### src/rtl/spi_slave_ctrl_pkg.sv
// rtl/spi_slave_ctrl_pkg.sv - shared types and constants for the SPI slave controller
package spi_slave_ctrl_pkg;

    typedef enum logic [1:0] {
        IDLE   = 2'd0,
        ACTIVE = 2'd1,
        DONE   = 2'd2
    } state_t;

    typedef logic [1:0] spi_mode_t;

    localparam spi_mode_t MODE0 = 2'd0;
    localparam spi_mode_t MODE1 = 2'd1;
    localparam spi_mode_t MODE2 = 2'd2;
    localparam spi_mode_t MODE3 = 2'd3;

    localparam logic [31:0] DEFAULT_FILL_WORD = 32'hFFFF_FFFF;

endpackage

### src/rtl/spi_slave_ctrl_fifo.sv
// rtl/spi_slave_ctrl_fifo.sv - synchronous FIFO with combinational head, full/empty/count
module spi_slave_ctrl_fifo #(
    parameter int WIDTH = 32,
    parameter int DEPTH = 4,
    localparam int AW   = $clog2(DEPTH)
) (
    input  logic             clk,
    input  logic             rst_n,
    input  logic             push_i,
    input  logic [WIDTH-1:0] data_i,
    input  logic             pop_i,
    output logic [WIDTH-1:0] data_o,
    output logic             full_o,
    output logic             empty_o,
    output logic [AW:0]      count_o
);

    logic [WIDTH-1:0] mem_q [DEPTH];
    logic [AW-1:0]    wr_ptr_q;
    logic [AW-1:0]    rd_ptr_q;
    logic [AW:0]      count_q;
    logic             do_push;
    logic             do_pop;

    assign full_o  = (count_q == (AW+1)'(DEPTH));
    assign empty_o = (count_q == '0);
    assign count_o = count_q;
    assign data_o  = mem_q[rd_ptr_q];
    assign do_push = push_i & ~full_o;
    assign do_pop  = pop_i & ~empty_o;

    // Power-of-2 depth lets the pointers wrap by plain overflow.
    always_ff @(posedge clk or negedge rst_n) begin
        if (!rst_n) begin
            wr_ptr_q <= '0;
            rd_ptr_q <= '0;
            count_q  <= '0;
        end else begin
            if (do_push) wr_ptr_q <= wr_ptr_q + 1'b1;
            if (do_pop)  rd_ptr_q <= rd_ptr_q + 1'b1;
            count_q <= count_q + (AW+1)'(do_push) - (AW+1)'(do_pop);
        end
    end

    always_ff @(posedge clk) begin
        if (do_push) mem_q[wr_ptr_q] <= data_i;
    end

endmodule

### src/rtl/spi_slave_ctrl.sv
// rtl/spi_slave_ctrl.sv - system-clock sequencer for the word-framed SPI slave
// Optional frame/abort counters: define SPI_SLAVE_CTRL_STATS_EN.
module spi_slave_ctrl
    import spi_slave_ctrl_pkg::*;
#(
    parameter int                    DATA_WIDTH = 32,
    parameter int                    FIFO_DEPTH = 4,
    parameter logic [DATA_WIDTH-1:0] FILL_WORD  = DEFAULT_FILL_WORD
) (
    input  logic                  Clk,
    input  logic                  Rst_n,
    input  logic [1:0]            CfgMode,
    input  logic                  TxValid,
    output logic                  TxReady,
    input  logic [DATA_WIDTH-1:0] TxData,
    output logic                  RxValid,
    input  logic                  RxReady,
    output logic [DATA_WIDTH-1:0] RxData,
    input  logic                  ClrErr,
    output logic                  Busy,
    output logic                  TxUnderflow,
    output logic                  RxOverflow,
    output logic                  FrameAbort,
    output logic [1:0]            SlvMode,
    output logic [DATA_WIDTH-1:0] SlvTxData,
    input  logic [DATA_WIDTH-1:0] SlvRxData,
    input  logic                  SlvDone,
    input  logic                  SS
`ifdef SPI_SLAVE_CTRL_STATS_EN
    ,
    output logic [15:0]           FrameCnt,
    output logic [15:0]           AbortCnt
`endif
);

    localparam int CW = $clog2(FIFO_DEPTH) + 1;

    state_t                  state_q;
    spi_mode_t               mode_q;
    logic [DATA_WIDTH-1:0]   tx_word_q;
    logic                    tx_armed_q;
    logic                    ss_meta_q, ss_s_q, ss_prev_q, done_q;
    logic                    underflow_q, overflow_q, abort_q;

    logic [DATA_WIDTH-1:0]   tx_head;
    logic                    tx_full, tx_empty, rx_full, rx_empty;
    logic [CW-1:0]           tx_count, rx_count;
    logic                    unused_counts;

    logic ss_fall, done_rise, frame_start, frame_done, frame_abort;
    logic tx_push, tx_pop, rx_push, rx_pop;

    assign ss_fall     = ss_prev_q & ~ss_s_q;
    assign done_rise   = SlvDone & ~done_q;
    assign frame_start = (state_q == IDLE) & ss_fall;
    assign frame_done  = (state_q == ACTIVE) & done_rise;
    assign frame_abort = (state_q == ACTIVE) & ss_s_q & ~done_rise;

    assign tx_push = TxValid & ~tx_full;
    assign tx_pop  = frame_done & tx_armed_q;
    assign rx_push = frame_done & ~rx_full;
    assign rx_pop  = RxReady & ~rx_empty;

    assign TxReady     = ~tx_full;
    assign RxValid     = ~rx_empty;
    assign Busy        = (state_q != IDLE);
    assign TxUnderflow = underflow_q;
    assign RxOverflow  = overflow_q;
    assign FrameAbort  = abort_q;
    assign SlvMode     = mode_q;
    assign SlvTxData   = tx_word_q;
    assign unused_counts = ^{tx_count, rx_count};

    spi_slave_ctrl_fifo #(.WIDTH(DATA_WIDTH), .DEPTH(FIFO_DEPTH)) u_tx_fifo (
        .clk(Clk), .rst_n(Rst_n), .push_i(tx_push), .data_i(TxData), .pop_i(tx_pop),
        .data_o(tx_head), .full_o(tx_full), .empty_o(tx_empty), .count_o(tx_count)
    );

    spi_slave_ctrl_fifo #(.WIDTH(DATA_WIDTH), .DEPTH(FIFO_DEPTH)) u_rx_fifo (
        .clk(Clk), .rst_n(Rst_n), .push_i(rx_push), .data_i(SlvRxData), .pop_i(rx_pop),
        .data_o(RxData), .full_o(rx_full), .empty_o(rx_empty), .count_o(rx_count)
    );

    // SS idles high, so the synchronizer resets high to avoid a phantom frame start.
    always_ff @(posedge Clk or negedge Rst_n) begin
        if (!Rst_n) begin
            ss_meta_q <= 1'b1;
            ss_s_q    <= 1'b1;
            ss_prev_q <= 1'b1;
            done_q    <= 1'b0;
        end else begin
            ss_meta_q <= SS;
            ss_s_q    <= ss_meta_q;
            ss_prev_q <= ss_s_q;
            done_q    <= SlvDone;
        end
    end

    always_ff @(posedge Clk or negedge Rst_n) begin
        if (!Rst_n) begin
            state_q     <= IDLE;
            mode_q      <= MODE0;
            tx_word_q   <= FILL_WORD;
            tx_armed_q  <= 1'b0;
            underflow_q <= 1'b0;
            overflow_q  <= 1'b0;
            abort_q     <= 1'b0;
        end else begin
            case (state_q)
                IDLE: begin
                    tx_word_q  <= tx_empty ? FILL_WORD : tx_head;
                    tx_armed_q <= ~tx_empty;
                    mode_q     <= CfgMode;
                    if (ss_fall) state_q <= ACTIVE;
                end
                ACTIVE: begin
                    if (done_rise)   state_q <= DONE;
                    else if (ss_s_q) state_q <= IDLE;
                end
                DONE: begin
                    if (ss_s_q) state_q <= IDLE;
                end
                default: state_q <= IDLE;
            endcase
            // A set event in the same cycle as ClrErr takes priority.
            underflow_q <= (frame_start & tx_empty) | (underflow_q & ~ClrErr);
            overflow_q  <= (frame_done & rx_full)   | (overflow_q & ~ClrErr);
            abort_q     <= frame_abort              | (abort_q & ~ClrErr);
        end
    end

`ifdef SPI_SLAVE_CTRL_STATS_EN
    logic [15:0] frame_cnt_q, abort_cnt_q;

    always_ff @(posedge Clk or negedge Rst_n) begin
        if (!Rst_n) begin
            frame_cnt_q <= '0;
            abort_cnt_q <= '0;
        end else if (ClrErr) begin
            frame_cnt_q <= '0;
            abort_cnt_q <= '0;
        end else begin
            if (frame_done && frame_cnt_q != 16'hFFFF)  frame_cnt_q <= frame_cnt_q + 16'd1;
            if (frame_abort && abort_cnt_q != 16'hFFFF) abort_cnt_q <= abort_cnt_q + 16'd1;
        end
    end

    assign FrameCnt = frame_cnt_q;
    assign AbortCnt = abort_cnt_q;
`endif

endmodule

### config.mk
export PLATFORM = sky130hd
export DESIGN_NAME = spi_slave_ctrl
export DESIGN_NICKNAME = d
export VERILOG_FILES = /design/src/rtl/spi_slave_ctrl_pkg.sv /design/src/rtl/spi_slave_ctrl_fifo.sv /design/src/rtl/spi_slave_ctrl.sv
export SDC_FILE = /design/constraint.sdc
export NUM_CORES = 1
export LEC_CHECK = 0
export ABC_CLOCK_PERIOD_IN_PS = 2500
export CAP_MARGIN = 5
export CORE_MARGIN = 1.5
export CORE_UTILIZATION = 55
export DETAILED_ROUTE_END_ITERATION = 7
export PLACE_DENSITY = 0.86
export REMOVE_ABC_BUFFERS = 1
export SYNTH_ARGS = -nofsm -noshare
export SYNTH_HDL_FRONTEND = slang
export SYNTH_SLANG_ARGS = --single-unit
### constraint.sdc
create_clock -name Clk -period 2.5 [get_ports Clk]
set_input_delay 0.25 -clock Clk [delete_from_list [all_inputs] [get_ports Clk]]
set_output_delay 0.25 -clock Clk [all_outputs]
set_load 0.02 [all_outputs]
==> load_flow_metrics.sql, run 1 <==
INSERT INTO impl_metrics (metric_group, metric, value, unit) VALUES
('status', 'run_status', 'finished, final reports clean', ''),
('synthesis', 'synthFlopType', 'edfxtp_1', ''),
('timing', 'final-hold-violation-count', '0', ''),
('routing', 'route.detailed.vias_per_inst', '5.648', ''),
('critical_path', 'worst_ep_required_time', '2960', 'ps'),
('floorplanning', 'initial_utilization', '0.5583', ''),
('synthesis', 'avgSynthCellArea', '22.90', 'um2'),
('grt', 'antenna_found_initial', '0', ''),
('floorplanning', 'chipHeight', '148.9', 'um'),
('power_and_ir_drop', 'totalPowerFinal', '16.91', 'mW'),
('critical_path', 'cpMaxStageDelayCell', 'dfrtp_1', ''),
('synthesis', 'netlist.area_leader.share', '0.6570', ''),
('synthesis', 'ys_top_cells_by_area', 'edfxtp_1 66%, mux4_2 12%, dfstp_2 7.9%', ''),
('floorplanning', 'dieWidth', '148.9', 'um'),
('cts', 'cts_tree', 'built', ''),
('synthesis', 'synth.yosys.seq_area_share', '0.7848', ''),
('cells_and_area', 'stdcell_area', '14640', 'um2'),
('synthesis', 'synth_area', '11700', 'um2'),
('power_and_ir_drop', 'pwr_density_cell', '1155', 'nW/um2'),
('timing', 'final.setup_skew', '11.32', 'ps'),
('synthesis', 'synth_cell_types', '39', ''),
('grt', 'grt_overflow', '0', ''),
('synthesis', 'synthesis.instances', '511', ''),
('critical_path', 'worstPathMaxFanout', '4', ''),
('cts', 'clk_pin_slew', '60', 'ps'),
('cts', 'worst_skew_pair.late_latency', '540', 'ps'),
('cts', 'number_of_clock_sinks_seen_by_cts', '314', ''),
('placement', 'post-place-ws', '58.77', 'ps'),
('synthesis', 'ys_warn_count', '0', ''),
('timing', 'grt_setup_unrepaired', 'no', ''),
('synthesis', 'post-synth-top-count-cell', 'edfxtp_1', ''),
('floorplanning', 'io_pins', '145', ''),
('synthesis', 'synth_commonest_cells', '256 x edfxtp_1, 60 x mux4_2, 35 x dfstp_2', ''),
('cells_and_area', 'layout.nets', '774', ''),
('grt', 'via_count_of_the_first_global_routing_pass', '6084', ''),
('critical_path', 'worst-endpoint-arrival', '2830', 'ps'),
('synthesis', 'synth_edf_count', '256', ''),
('cells_and_area', 'drive_above_1_share', '0.2447', ''),
('placement', 'numPortBuffers', '144', ''),
('timing', 'timing.final.setup_violations', '0', ''),
('synthesis', 'synth.ff_latch_count', '314', ''),
('synthesis', 'synthDominantAreaCellType', 'edfxtp_1', ''),
('critical_path', 'path_cells', 'or3_4 > and3_1 > ha_1 > inv_1 > ha_1 > inv_1 > fa_1 > xnor2_1 > xnor2_1', ''),
('power_and_ir_drop', 'vdd.ir_drop.worst', '0.8690', 'mV'),
('routing', 'ant_nets', '0', ''),
('power_and_ir_drop', 'total_leakage_power', '5.043', 'nW'),
('placement', 'post_dp_cell_area', '13610', 'um2'),
('routing', 'drt-wirelength-per-cell', '22.18', 'um'),
('critical_path', 'cp-start-kind', 'register', ''),
('critical_path', 'critPathMaxStageDelay', '430', 'ps'),
('timing', 'final.period_utilization', '0.9458', ''),
('placement', 'detailedPlacementHpwl', '13130', 'um'),
('routing', 'drc', '0', ''),
('job', 'timing.max_cap.violations', '0', ''),
('timing', 'tightestPinTransition', '790.5', 'ps'),
('cells_and_area', 'areaGrowthSynthToFinish', '25.10', '%'),
('routing', 'postRouteWirelength', '21870', 'um'),
('grt', 'grt_first_pass_wirelength', '33520', 'um'),
('critical_path', 'end_kind', 'register', ''),
('timing', 'final_max_slew_viol_count', '0', ''),
('routing', 'dr_total_vias', '5569', ''),
('cts', 'cts_buffers', '30', ''),
('grt', 'gr-usage-all-layers', '0.2008', ''),
('placement', 'gp_routability_congestion', '0.7588', ''),
('timing', 'totalNegativeSetupSlack', '0', 'ps'),
('cts', 'cts_root_buf', 'clkbuf_16', ''),
('timing', 'maxSlewHeadroom', '0.4730', ''),
('floorplanning', 'design.die.area', '22160', 'um2'),
('timing', 'finalWorstPathRequiredPeriod', '2365', 'ps'),
('floorplanning', 'placeableCoreArea', '20960', 'um2'),
('floorplanning', 'num_rows', '53', ''),
('timing', 'maxClockFrequency', '0.4229', 'GHz'),
('timing', 'timing.final.ws_setup', '135.4', 'ps'),
('worst_hold_path', 'min_path_type', 'input port to register', ''),
('cts', 'clockBufferDepth', '3', ''),
('routing', 'detail_route.iter0.violations', '244', ''),
('synthesis', 'postSynth.asyncResetShare', '0.1847', ''),
('grt', 'grt_max_degree', '59', ''),
('cells_and_area', 'antennaDiodeCount', '0', ''),
('routing', 'dr.pass1.iters', '4', ''),
('cts', 'cts-htree-levels', '1', ''),
('critical_path', 'criticalPathCategory', 'register to register', '');
==> cells in the final DEF, fill, tap and decap left out, types with 2 or more instances in the layout <==
cell             count
mux2_1               3
fa_1                 2
clkbuf_8             3
clkinv_1             3
dfstp_2             35
nand2_1              5
clkbuf_16           31
bufinv_16            5
buf_4               10
clkinvlp_4           2
dlygate4sd2_1       32
inv_1               17
xnor2_1              8
o22a_1              32
mux4_1               4
ha_1                12
clkinv_2             3
clkbuf_1             8
and2_2               4
clkdlybuf4s50_1    111
buf_12              11
xor2_1               2
and2_1               4
edfxtp_1           256
dfrtp_2              2
mux4_2              60
nor2_1               3
dfrtp_1             21
==> layer usage <==
metal,up-vias,share of wire,track usage
met3,31,0.073,0.04740
li1,2438,-,-
met1,2888,0.40,0.2537
met4,0,0.014,0.03911
met5,-,0,0
met2,212,0.52,0.3584
==> layout make-up <==
type                       count  area [um2]
clock inverter                14       200.2
timing repair buffer         166        1702
clock buffer                  42       847.1
fill                        1287        6319
multi-input combinational    158        2295
inverter                      17       63.81
sequential                   314        9185
tap                          275       344.1
==> logic make-up (layout without fill, tap and decap cells) <==
family / Yosys count / count (layout) / synth area share
AOI/OAI and AO/OA: 40 / 40 / 0.03005
xor gates and xnor gates: 10 / 10 / 0.007486
adders and majority gates: 14 / 14 / 0.01625
buffers and inverters: 39 / 239 / 0.01989
DFF: 314 / 314 / 0.7848
muxes: 68 / 68 / 0.1283
and+or+nand+nor: 26 / 26 / 0.01316
==> per-stage QoR <==
stage	hold slack, ps	utilization	std cells
floorplan	-45.59	-	489
global placement	345.7	0.6496	928
detailed placement	348.7	0.6496	928
CTS	99.37	0.6985	986
global route	108.1	0.6985	986
finish	112.2	0.6985	986
==> path summary, 6_finish.rpt <==
| path | startpoint | slack [ps] | cells after the start | endpoint |
|---|---|---|---|---|
| max | u_tx_fifo.count_o[2] | 140 | 9 | u_tx_fifo.count_o[2] |
| min | SS | 110 | 1 | ss_meta_q |
| max reg2reg | u_tx_fifo.count_o[2] | 140 | 9 | u_tx_fifo.count_o[2] |
| min reg2reg | ss_meta_q | 360 | 0 | ss_s_q |
| max in group asynchronous | Rst_n | 1500 | 3 | u_rx_fifo.rd_ptr_q[0] |
| min in group asynchronous | Rst_n | 450 | 3 | u_tx_fifo.wr_ptr_q[0] |
==> timing repair <==
| item | in CTS | in global routing |
|---|---|---|
| hold buffers | 1 | 0 |
| gates resized for setup | 32 | 0 |
| setup endpoints to repair | 31 | 0 |
| hold endpoints to repair | 23 | 0 |
| buffers inserted | 1 | 0 |
==> state kept, by name, indices dropped and copies added (netlist names), 2 cells and up <==
name and flops:
u_tx_fifo.wr_ptr_q 2, u_rx_fifo.count_o 3, SlvMode 2, SlvTxData 32, u_tx_fifo.count_o 3, state_q 2, u_rx_fifo.wr_ptr_q 2, u_tx_fifo.rd_ptr_q 2
u_rx_fifo.mem_q 128, u_rx_fifo.rd_ptr_q 2, u_tx_fifo.mem_q 128
==> worst max-delay path: cells and delay by family, from the launching register on <==
kind | cells | cell delay [ps]
adders and majority gates | 3 | 780
DFF | 1 | 430
buffers and inverters | 2 | 110
and+or+nand+nor | 2 | 640
xor gates and xnor gates | 2 | 320
==> power by group <==
part,switching (mW),internal (mW),total [mW]
logic,2.51,2.47,4.98
registers,0.445,6.78,7.23
clock network,1.83,2.87,4.70
total,4.78,12.1,16.9
No activity file was read; power rests on OpenSTA's default activity.
==> run 2: changes to the inputs <==
--- a/config.mk
+++ b/config.mk
@@ -6,7 +6,7 @@
 export NUM_CORES = 1
 export LEC_CHECK = 0
 export ABC_CLOCK_PERIOD_IN_PS = 2500
-export CAP_MARGIN = 5
+export CAP_MARGIN = 25
 export CORE_MARGIN = 1.5
 export CORE_UTILIZATION = 55
 export DETAILED_ROUTE_END_ITERATION = 7
==> results of run 2 <==
Same layout as run 1: the final DEF is identical, and so are final timing and power.
==> run 3: changes to the inputs <==
--- a/config.mk
+++ b/config.mk
@@ -8,9 +8,9 @@
 export ABC_CLOCK_PERIOD_IN_PS = 2500
 export CAP_MARGIN = 25
 export CORE_MARGIN = 1.5
-export CORE_UTILIZATION = 55
+export CORE_UTILIZATION = 49
 export DETAILED_ROUTE_END_ITERATION = 7
-export PLACE_DENSITY = 0.86
+export PLACE_DENSITY = 0.79
 export REMOVE_ABC_BUFFERS = 1
 export SYNTH_ARGS = -nofsm -noshare
 export SYNTH_HDL_FRONTEND = slang
==> load_flow_metrics.sql, run 3 (synthesized netlist as in run 1, its figures left out) <==
INSERT INTO impl_metrics (metric_group, metric, value, unit) VALUES
('status', 'run_status', 'finished, final reports clean', ''),
('floorplanning', 'design.die.area', '24810', 'um2'),
('critical_path', 'path_cells', 'or3_4 > and3_1 > ha_1 > inv_1 > ha_1 > inv_1 > fa_1 > xnor2_1 > xnor2_1', ''),
('cells_and_area', 'multi_input_area', '2295', 'um2'),
('cells_and_area', 'layout.cells.most_common_list', '256 x edfxtp_1, 111 x clkdlybuf4s50_1, 60 x mux4_2', ''),
('routing', 'drt-wirelength-per-cell', '21.19', 'um'),
('worst_hold_path', 'min_path_type', 'input port to register', ''),
('cells_and_area', 'total_of_fill_cells_in_the_finished_design', '1627', ''),
('power_and_ir_drop', 'internal-power', '11.75', 'mW'),
('floorplanning', 'io_pins', '145', ''),
('floorplanning', 'dieWidth', '157.5', 'um'),
('routing', 'drc', '0', ''),
('cells_and_area', 'seqCellArea', '9186', 'um2'),
('cts', 'worst_skew_pair.late_latency', '550', 'ps'),
('timing', 'final.period_utilization', '0.9482', ''),
('job', 'timing.max_cap.violations', '0', ''),
('cells_and_area', 'final_common_cell', 'edfxtp_1', ''),
('routing', 'dr_total_vias', '5554', ''),
('grt', 'via_count_of_the_first_global_routing_pass', '6226', ''),
('timing', 'timing.final.ws_setup', '129.4', 'ps'),
('power_and_ir_drop', 'total_leakage_power', '4.990', 'nW'),
('cts', 'cts-htree-levels', '1', ''),
('power_and_ir_drop', 'vdd.ir_drop.worst', '0.8050', 'mV'),
('cells_and_area', 'drive_above_1_share', '0.2440', ''),
('floorplanning', 'num_rows', '56', ''),
('grt', 'grt_max_degree', '35', ''),
('critical_path', 'end_kind', 'register', ''),
('cells_and_area', 'final_util', '0.6213', ''),
('cells_and_area', 'cell_count_final_fillers_out', '1024', ''),
('cells_and_area', 'antennaDiodeCount', '0', ''),
('timing', 'finalWorstPathRequiredPeriod', '2371', 'ps'),
('timing', 'hold_slack', '97.30', 'ps'),
('floorplanning', 'placeableCoreArea', '23470', 'um2'),
('power_and_ir_drop', 'power_switching_share', '0.2892', ''),
('timing', 'grt_setup_unrepaired', 'no', ''),
('critical_path', 'worstPathMaxFanout', '4', ''),
('power_and_ir_drop', 'seq_pwr_share', '0.434', ''),
('cts', 'number_of_clock_sinks_seen_by_cts', '314', ''),
('placement', 'numPortBuffers', '144', ''),
('cts', 'cts_tree', 'built', ''),
('placement', 'gp_routability_congestion', '0.7721', ''),
('cts', 'clockBufferDepth', '3', ''),
('timing', 'tightestPinTransition', '827.9', 'ps'),
('routing', 'ant_nets', '0', ''),
('placement', 'placed_cells_incl_taps', '968', ''),
('timing', 'timing.final.setup_violations', '0', ''),
('power_and_ir_drop', 'comb_power_share', '0.299', ''),
('critical_path', 'worst_ep_required_time', '2970', 'ps'),
('power_and_ir_drop', 'power.switching', '4.781', 'mW'),
('grt', 'grt_overflow', '0', ''),
('cts', 'cts_root_buf', 'clkbuf_16', ''),
('floorplanning', 'chipHeight', '157.5', 'um'),
('cts', 'clk_pin_slew', '60', 'ps'),
('cells_and_area', 'areaGrowthSynthToFinish', '24.64', '%'),
('power_and_ir_drop', 'pwr_density_cell', '1134', 'nW/um2'),
('routing', 'detail_route.iter0.violations', '399', ''),
('grt', 'gr-usage-all-layers', '0.1812', ''),
('routing', 'dr.pass1.iters', '4', ''),
('placement', 'detailedPlacementHpwl', '12760', 'um'),
('grt', 'grt_first_pass_wirelength', '33870', 'um'),
('placement', 'post-place-ws', '26.48', 'ps'),
('power_and_ir_drop', 'totalPowerFinal', '16.53', 'mW'),
('critical_path', 'cpMaxStageDelayCell', 'dfrtp_2', ''),
('timing', 'maxSlewHeadroom', '0.4461', ''),
('cts', 'post-cts-setup-buffer-count', '0', ''),
('timing', 'final.setup_skew', '18.88', 'ps'),
('cells_and_area', 'stdcell_area', '14580', 'um2'),
('placement', 'post_dp_cell_area', '13650', 'um2'),
('grt', 'antenna_found_initial', '0', ''),
('routing', 'postRouteWirelength', '21700', 'um'),
('critical_path', 'criticalPathCategory', 'register to register', ''),
('critical_path', 'cp-start-kind', 'register', ''),
('timing', 'final_max_slew_viol_count', '0', ''),
('timing', 'totalNegativeSetupSlack', '0', 'ps'),
('routing', 'route.detailed.vias_per_inst', '5.424', ''),
('timing', 'maxClockFrequency', '0.4218', 'GHz'),
('cts', 'cts.hold.buffers_added', '0', ''),
('timing', 'final-hold-violation-count', '0', ''),
('cells_and_area', 'layout.nets', '769', ''),
('critical_path', 'worst-endpoint-arrival', '2840', 'ps'),
('cts', 'cts_buffers', '31', ''),
('floorplanning', 'initial_utilization', '0.4985', ''),
('power_and_ir_drop', 'clock_power_share', '0.267', ''),
('critical_path', 'critPathMaxStageDelay', '440', 'ps');
-- run 3: critical path: cells and delay by family (launching register included) --
family / cells / cell delay (ps)
XOR/XNOR: 2 / 320
adder cells (fa/ha/maj): 3 / 790
buffers and inverters: 2 / 110
flip-flops: 1 / 440
AND/OR/NAND/NOR: 2 / 640
-- run 3: final timing paths --
check / slack, ps / start / end / depth (start not counted)
worst max-delay path: 130 / u_tx_fifo.count_o[2] / u_tx_fifo.count_o[2] / 9
worst min-delay path: 100 / SS / ss_meta_q / 1
worst max register to register: 130 / u_tx_fifo.count_o[2] / u_tx_fifo.count_o[2] / 9
worst min register to register: 360 / ss_meta_q / ss_s_q / 0
max in group asynchronous: 1990 / Rst_n / ss_prev_q / 2
min in group asynchronous: 190 / Rst_n / SlvTxData[21] / 1
-- run 3: metal layers --
layer	routed length (um)	global-route usage	part of all wire	vias up
met2	10720	0.3109	0.49	201
met3	1716	0.04708	0.079	30
met4	323	0.04313	0.015	0
met5	0	0	0	-
met1	8933	0.2324	0.41	2896
li1	-	-	-	2427
-- run 3: power groups by stage --
stage	Sequential, mW	Combinational [mW]	Clock, mW
after floorplan	7.87	2.40	0
final	7.18	4.94	4.41
after CTS	7.18	5.05	4.51
after global routing	7.26	5.32	4.72
after global placement	7.21	5.13	0
after detailed placement	7.27	5.23	0
-- run 3: what timing repair did --
action,CTS,global route
gates resized for setup,32,1
pin swaps,0,0
endpoints found under the setup margin,32,1
endpoints found under the hold margin,0,0
-- run 3: area by class of cell --
class | count | share of cell area
Tap cell | 319 | 0.02737
Clock buffer | 41 | 0.05714
Sequential cell | 314 | 0.6299
Multi-Input combinational cell | 158 | 0.1574
Timing Repair Buffer | 160 | 0.1143
Clock inverter | 15 | 0.009524
Inverter | 17 | 0.004376
